`src/rtl/uart_pkg.sv`:
```
// Shared definitions for the UART receive/transmit family: parity codes,
// receiver state encoding and a baud divisor helper.
`timescale 1ns/1ps
package uart_pkg;

    localparam logic [1:0] PAR_NONE = 2'd0;
    localparam logic [1:0] PAR_EVEN = 2'd1;
    localparam logic [1:0] PAR_ODD  = 2'd2;

    localparam int OVERSAMPLE_DEFAULT = 16;

    typedef enum logic [2:0] {
        ST_IDLE,
        ST_START,
        ST_DATA,
        ST_PARITY,
        ST_STOP1,
        ST_STOP2,
        ST_WAIT_HIGH
    } rx_state_t;

    // Rounded Clk cycles per oversample tick, minus one (the Baud_Div encoding).
    function automatic int baud_div_for(input int clk_hz, input int baud, input int oversample);
        int den;
        den = baud * oversample;
        return (clk_hz + den / 2) / den - 1;
    endfunction

endpackage

```
`src/rtl/uart_baud_tick.sv`:
```
// Oversample tick divider: one-Clk Tick every Div+1 cycles, phase-restartable.
`timescale 1ns/1ps
module uart_baud_tick
    import uart_pkg::*;
#(
    parameter int DIV_W = 16
)(
    input  logic             Clk,
    input  logic             Reset,
    input  logic             Restart,
    input  logic [DIV_W-1:0] Div,
    output logic             Tick
);

    logic [DIV_W-1:0] div_cnt;

    // NOTE: flops use non-blocking assignments so every register updates from pre-edge values.
    always_ff @(posedge Clk or posedge Reset) begin
        if (Reset) begin
            div_cnt <= '0;
        end else if (Restart || div_cnt >= Div) begin
            div_cnt <= '0;
        end else begin
            div_cnt <= div_cnt + DIV_W'(1);
        end
    end

    assign Tick = !Restart && (div_cnt == Div);

endmodule

```
`src/rtl/uart_frame_rx.sv`:
```
// Configurable UART frame receiver: 3-sample majority vote per bit, parity/
// framing/break detection and a one-entry valid/ready holding register.
`timescale 1ns/1ps
module uart_frame_rx
    import uart_pkg::*;
#(
    parameter int DATA_BITS  = 8,
    parameter int OVERSAMPLE = OVERSAMPLE_DEFAULT,
    parameter int DIV_W      = 16
)(
    input  logic                 Clk,
    input  logic                 Reset,
    input  logic [DIV_W-1:0]     Baud_Div,
    input  logic [1:0]           Parity_Mode,
    input  logic                 Stop2,
    input  logic                 uart_rx,
    output logic [DATA_BITS-1:0] Data,
    output logic                 Rx_Valid,
    input  logic                 Rx_Ready,
    output logic                 Parity_Err,
    output logic                 Frame_Err,
    output logic                 Break_Det,
    output logic                 Overrun
);

    localparam int SC_W = $clog2(OVERSAMPLE);
    localparam int BC_W = $clog2(DATA_BITS);

    localparam logic [SC_W-1:0] CAP_A    = SC_W'(OVERSAMPLE / 2 - 1);
    localparam logic [SC_W-1:0] CAP_B    = SC_W'(OVERSAMPLE / 2);
    localparam logic [SC_W-1:0] CAP_C    = SC_W'(OVERSAMPLE / 2 + 1);
    localparam logic [SC_W-1:0] SAMP_END = SC_W'(OVERSAMPLE - 1);
    localparam logic [BC_W-1:0] LAST_BIT = BC_W'(DATA_BITS - 1);

    rx_state_t state, state_nxt;

    logic rx_s1, rx_s2, rx_prev;
    logic fall, start_det, tick;
    logic cap_first, cap_mid, cap_last, bit_end;
    logic cap_a, cap_b, vote;

    logic [DIV_W-1:0] cfg_div;
    logic [1:0]       cfg_par;
    logic             cfg_stop2;
    logic             par_on;

    logic [SC_W-1:0]      samp_cnt;
    logic [BC_W-1:0]      bit_cnt;
    logic [DATA_BITS-1:0] shift_reg;
    logic                 par_err_acc, frame_err_acc, zero_acc;
    logic                 done, done_q;
    logic                 brk_final, fe_final;
    logic                 res_pe, res_fe, res_bd;

    // Synchroniser resets to the idle level so reset release never looks like a start edge.
    always_ff @(posedge Clk or posedge Reset) begin
        if (Reset) begin
            rx_s1   <= 1'b1;
            rx_s2   <= 1'b1;
            rx_prev <= 1'b1;
        end else begin
            rx_s1   <= uart_rx;
            rx_s2   <= rx_s1;
            rx_prev <= rx_s2;
        end
    end

    assign fall      = rx_prev && !rx_s2;
    assign start_det = (state == ST_IDLE) && fall;

    uart_baud_tick #(.DIV_W(DIV_W)) u_tick (
        .Clk     (Clk),
        .Reset   (Reset),
        .Restart (start_det),
        .Div     (cfg_div),
        .Tick    (tick)
    );

    assign cap_first = tick && (samp_cnt == CAP_A);
    assign cap_mid   = tick && (samp_cnt == CAP_B);
    assign cap_last  = tick && (samp_cnt == CAP_C);
    assign bit_end   = tick && (samp_cnt == SAMP_END);

    assign vote      = (cap_a & cap_b) | (cap_a & rx_s2) | (cap_b & rx_s2);
    assign par_on    = (cfg_par == PAR_EVEN) || (cfg_par == PAR_ODD);
    assign brk_final = zero_acc && !vote;
    assign fe_final  = frame_err_acc || !vote;

    always_ff @(posedge Clk or posedge Reset) begin
        if (Reset) state <= ST_IDLE;
        else       state <= state_nxt;
    end

    // NOTE: every always_comb output gets a default first so no path can infer a latch.
    always_comb begin
        state_nxt = state;
        done      = 1'b0;
        case (state)
            ST_IDLE:   if (fall) state_nxt = ST_START;
            ST_START: begin
                if (cap_last && vote) state_nxt = ST_IDLE;
                else if (bit_end)     state_nxt = ST_DATA;
            end
            ST_DATA: begin
                if (bit_end && bit_cnt == LAST_BIT)
                    state_nxt = par_on ? ST_PARITY : ST_STOP1;
            end
            ST_PARITY: if (bit_end) state_nxt = ST_STOP1;
            ST_STOP1: begin
                // Single stop completes at its last capture to catch an immediate next start.
                if (!cfg_stop2) begin
                    if (cap_last) done = 1'b1;
                end else if (bit_end) begin
                    state_nxt = ST_STOP2;
                end
            end
            ST_STOP2:     if (cap_last) done = 1'b1;
            ST_WAIT_HIGH: if (rx_s2) state_nxt = ST_IDLE;
            default:      state_nxt = ST_IDLE;
        endcase
        if (done) state_nxt = brk_final ? ST_WAIT_HIGH : ST_IDLE;
    end

    always_ff @(posedge Clk or posedge Reset) begin
        if (Reset) begin
            cfg_div       <= '0;
            cfg_par       <= PAR_NONE;
            cfg_stop2     <= 1'b0;
            samp_cnt      <= '0;
            bit_cnt       <= '0;
            cap_a         <= 1'b0;
            cap_b         <= 1'b0;
            shift_reg     <= '0;
            par_err_acc   <= 1'b0;
            frame_err_acc <= 1'b0;
            zero_acc      <= 1'b0;
            done_q        <= 1'b0;
            res_pe        <= 1'b0;
            res_fe        <= 1'b0;
            res_bd        <= 1'b0;
        end else begin
            done_q <= done;
            if (start_det) begin
                cfg_div       <= Baud_Div;
                cfg_par       <= Parity_Mode;
                cfg_stop2     <= Stop2;
                samp_cnt      <= '0;
                bit_cnt       <= '0;
                par_err_acc   <= 1'b0;
                frame_err_acc <= 1'b0;
                zero_acc      <= 1'b1;
            end else if (tick) begin
                samp_cnt <= (samp_cnt == SAMP_END) ? '0 : samp_cnt + SC_W'(1);
            end

            if (cap_first) cap_a <= rx_s2;
            if (cap_mid)   cap_b <= rx_s2;

            if (cap_last) begin
                case (state)
                    ST_DATA: begin
                        shift_reg <= {vote, shift_reg[DATA_BITS-1:1]};
                        zero_acc  <= zero_acc && !vote;
                    end
                    ST_PARITY: begin
                        par_err_acc <= ((^shift_reg) ^ vote) != (cfg_par == PAR_ODD);
                        zero_acc    <= zero_acc && !vote;
                    end
                    ST_STOP1: begin
                        frame_err_acc <= frame_err_acc || !vote;
                        zero_acc      <= zero_acc && !vote;
                    end
                    default: ;
                endcase
            end

            if (state == ST_DATA && bit_end) bit_cnt <= bit_cnt + BC_W'(1);

            if (done) begin
                res_pe <= par_err_acc;
                res_fe <= fe_final;
                res_bd <= brk_final;
            end
        end
    end

    // Holding register: a full, unaccepted register keeps its frame and drops the new one.
    always_ff @(posedge Clk or posedge Reset) begin
        if (Reset) begin
            Data       <= '0;
            Rx_Valid   <= 1'b0;
            Parity_Err <= 1'b0;
            Frame_Err  <= 1'b0;
            Break_Det  <= 1'b0;
            Overrun    <= 1'b0;
        end else begin
            Overrun <= 1'b0;
            if (done_q && (!Rx_Valid || Rx_Ready)) begin
                Data       <= shift_reg;
                Parity_Err <= res_pe;
                Frame_Err  <= res_fe;
                Break_Det  <= res_bd;
                Rx_Valid   <= 1'b1;
            end else if (done_q) begin
                Overrun <= 1'b1;
            end else if (Rx_Valid && Rx_Ready) begin
                Rx_Valid <= 1'b0;
            end
        end
    end

endmodule

```
`config.mk`:
```
export PLATFORM = sky130hd
export DESIGN_NAME = uart_frame_rx
export DESIGN_NICKNAME = d
export VERILOG_FILES = /design/src/rtl/uart_pkg.sv /design/src/rtl/uart_baud_tick.sv /design/src/rtl/uart_frame_rx.sv
export SDC_FILE = /design/constraint.sdc
export NUM_CORES = 1
export LEC_CHECK = 0
export BUFFER_PORTS_ARGS = -buffer_cell sky130_fd_sc_hd__buf_4
export CELL_PAD_IN_SITES_DETAIL_PLACEMENT = 2
export CELL_PAD_IN_SITES_GLOBAL_PLACEMENT = 2
export CORE_MARGIN = 1
export CORE_UTILIZATION = 34
export CTS_CLUSTER_DIAMETER = 100
export DETAILED_ROUTE_END_ITERATION = 10
export PLACE_DENSITY = 0.76
export RECOVER_POWER = 100
export SLEW_MARGIN = 20
export SYNTH_ARGS = -nofsm -noshare
export SYNTH_HDL_FRONTEND = slang
export SYNTH_SLANG_ARGS = --single-unit
```
`constraint.sdc`:
```
create_clock -name Clk -period 2.2 [get_ports Clk]
set_input_delay 0.44 -clock Clk [delete_from_list [all_inputs] [get_ports Clk]]
set_output_delay 0.44 -clock Clk [all_outputs]
set_load 0.01 [all_outputs]
```
==> summary.md <==
| Metric | Value |
|---|---|
| Worst-Skew Late Latency | 360 ps |
| Synth Warn # | 0 |
| Hold Path Class | primary input to register |
| Largest regs | cfg_div: 16 flops, u_tick.div_cnt: 16 flops |
| Longest Clk Path Bufs | 2 |
| Synth Flop Type | dfrtp_1 |
| Tot GR Track Use | 25.2% |
| Root Driver | clkbuf_16 |
| Synth Instances | 388 |
| Tmin final | 2560 ps |
| GR peak layer | met2 |
| Met3 usage | 5.80% |
| Io pins | 36 |
| Tightest Pin Transition | 1180 ps |
| Initial drt markers | 103 |
| Critical path launch point type | register |
| Diodes inserted | 0 |
| Final hold slack | 195 ps |
| Max-cap violations | 0 |
| Area Overhead vs Synth | 43.3% |
| Cell area after layout | 5590 µm² |
| Crit path kind | register to register |
| Max Clock Freq | 391 MHz |
| Final WL | 15,600 µm |
| Peak VDD IR | 0.855 mV |
| Sequential area share after synthesis | 50.1% |
| Placed cell areas | 4810 µm² |
| First-pass GRT wire length | 21,500 µm |
| Total power | 6.13 mW |
| Die width | 109 µm |
| Met2 usage | 48.7% |
| Via/cell ratio | 5.29 |
| Syn_nets | 434 |
| # setup viols final | 43 |
| CTS clock-pin slew for the worst setup and hold paths | 70 ps |
| Placer Congestion | 0.879 |
| PortBufs | 35 |
| ANT nets after route | 0 |
| # DRC | 0 |
| Syn_area_per_cell | 10.1 µm² |
| HPWL after DPL | 8700 µm |
| Initial antenna violation count | 0 |
| Core area | 11,000 µm² |
| CTS H-tree lvls | 3 |
| CTS buffer count | 9 |
| Finished Layout Cells | 638 |
| Congestion Overflow GR | 0 |
| Final Hold Fails | 0 |
| Initial Util | 35.4% |
| DR pass1 iterations | 4 |
| Dpl ws | -388 ps |
| Failing checks | negative setup slack |
| Commonest non-fill, non-tap cell in the layout | dfrtp_1 |
| CTS sink cnt | 78 |
| Largest net degree at the start of global routing | 30 |
| Met1 Usage GRT | 26.1% |
| Pleak | 2.61 nW |
| Wirelength per Cell | 24.4 µm |
| Layout cells sized above 1 | 41.6% |
| Fin crit share | 116% |
| Pwr dens | 1100 nW/µm² |
| Unrepaired setup endpoints after global routing | true |
| Via count of the routed design | 3,373 |
| Worst Path Max Fanout | 4 |
| Status | finished with violations |
| Pins over their slew limit | 0 |
| Site Rows | 38 |
| Post-synth EDFFs | 0 |
| Most frequent cells in the layout | dfrtp_1 (74), buf_4 (72), nand2_1 (43), inv_1 (24), o21ai_0 (23) |
| Final #Nets | 540 |
| Skew final | 9.67 ps |
| Max-slew headroom | 21.2% |
| WP data arrival | 2800 ps |
| CP Capture Type | register |
| Asr flop ratio synth | 100% |
| Placed instance count | 602 |
| Critical Path RT | 2440 ps |
| Final WS setup | -356 ps |
| Synth cell types | 43 |
| CTS tree | done |
| Die Ht | 109 µm |
| Mapped cell area | 3900 µm² |
| Die area | 11,900 µm² |
| Vias in the first global route | 3,913 |
| Post-synthesis register bit count | 78 |
[area by class of cell]
type | instances | area [µm²]
Timing Repair Buffer | 106 | 778
Clock buffer | 9 | 225
Tap cell | 140 | 175
Sequential cell | 78 | 1960
Multi-Input combinational cell | 269 | 2250
Clock inverter | 6 | 87.6
Fill cell | 1136 | 5440
Inverter | 30 | 114
[Yosys cell counts (5+ instances only)]
| cell | number | area share, % |
|---|---|---|
| nand2_1 | 47 | 4.5 |
| nor2_1 | 32 | 3.1 |
| a21o_1 | 6 | 1.2 |
| clkbuf_1 | 9 | 0.87 |
| nor3_1 | 7 | 0.90 |
| inv_1 | 30 | 2.9 |
| a21oi_1 | 16 | 2.1 |
| nand3_1 | 12 | 1.5 |
| o21ai_0 | 30 | 3.8 |
| xnor2_1 | 13 | 2.9 |
| xor2_1 | 11 | 2.5 |
| or3_1 | 5 | 0.80 |
| mux2_2 | 20 | 5.8 |
| ha_1 | 23 | 7.4 |
| and3_1 | 7 | 1.1 |
| dfrtp_1 | 75 | 48 |
[worst max-delay path: stages, from the launching register on]
cell and delay (ps):
dfrtp_2 460, ha_4 290, nand4_1 150, buf_4 180, or4_4 570, or2_4 280, or3_4 370, nand2_2 70
nand2_1 70
[metrics by stage]
step                utilization (%)  TNS, ps
finish                         50.7    -7750
floorplan                         -    -1420
CTS                            49.0    -3100
global route                   50.7   -10010
detailed placement             43.6    -6770
global placement               43.6    -4120
[routing by layer]
layer  wire [µm]  part of all wire [%]  up-vias
li1            -                     -     1535
met1        5750                    37     1728
met2        8780                    56       66
met3         454                   2.9       44
met4         614                   3.9        0
met5           0                     0        -
[cells by family (layout without fill, tap and decap cells)]
group / count (synthesis) / in the layout / synth area share, %
adder cells (fa/ha/maj): 24 / 24 / 7.63
AND/OR/NAND/NOR: 133 / 134 / 16.4
multiplexers: 24 / 24 / 6.93
flip-flops: 78 / 78 / 50.1
XOR/XNOR: 24 / 24 / 5.39
buffers and inverters: 42 / 151 / 4.14
AO/OA/AOI/OAI: 63 / 63 / 9.39
[where the power goes]
part           total (mW)  leakage (nW)  switching (mW)  internal [mW]
Combinational        2.61          1.44            1.48           1.13
Clock                1.65         0.144           0.665          0.986
Sequential           1.87          1.02           0.168           1.71
Total                6.13          2.61            2.31           3.82
[final timing paths]
check / startpoint / endpoint / slack (ps) / cells after the start
worst max register to register: u_tick.div_cnt[6] / res_pe / -360 / 8
worst min-delay path: uart_rx / rx_s1 / 200 / 1
min in group asynchronous: Reset / state[2] / 320 / 2
max in group asynchronous: Reset / u_tick.div_cnt[6] / 530 / 3
worst min register to register: rx_s1 / rx_s2 / 360 / 0
worst max-delay path: u_tick.div_cnt[6] / res_pe / -360 / 8
[what timing repair did]
action | in CTS | in global routing
hold buffers | 0 | 0
gates resized for setup | 38 | 54
pin swaps | 28 | 19
cloned | 2 | 0
setup buffers | 15 | 8
endpoints found under the setup margin | 37 | 42
No activity file was read; power rests on OpenSTA's default activity.
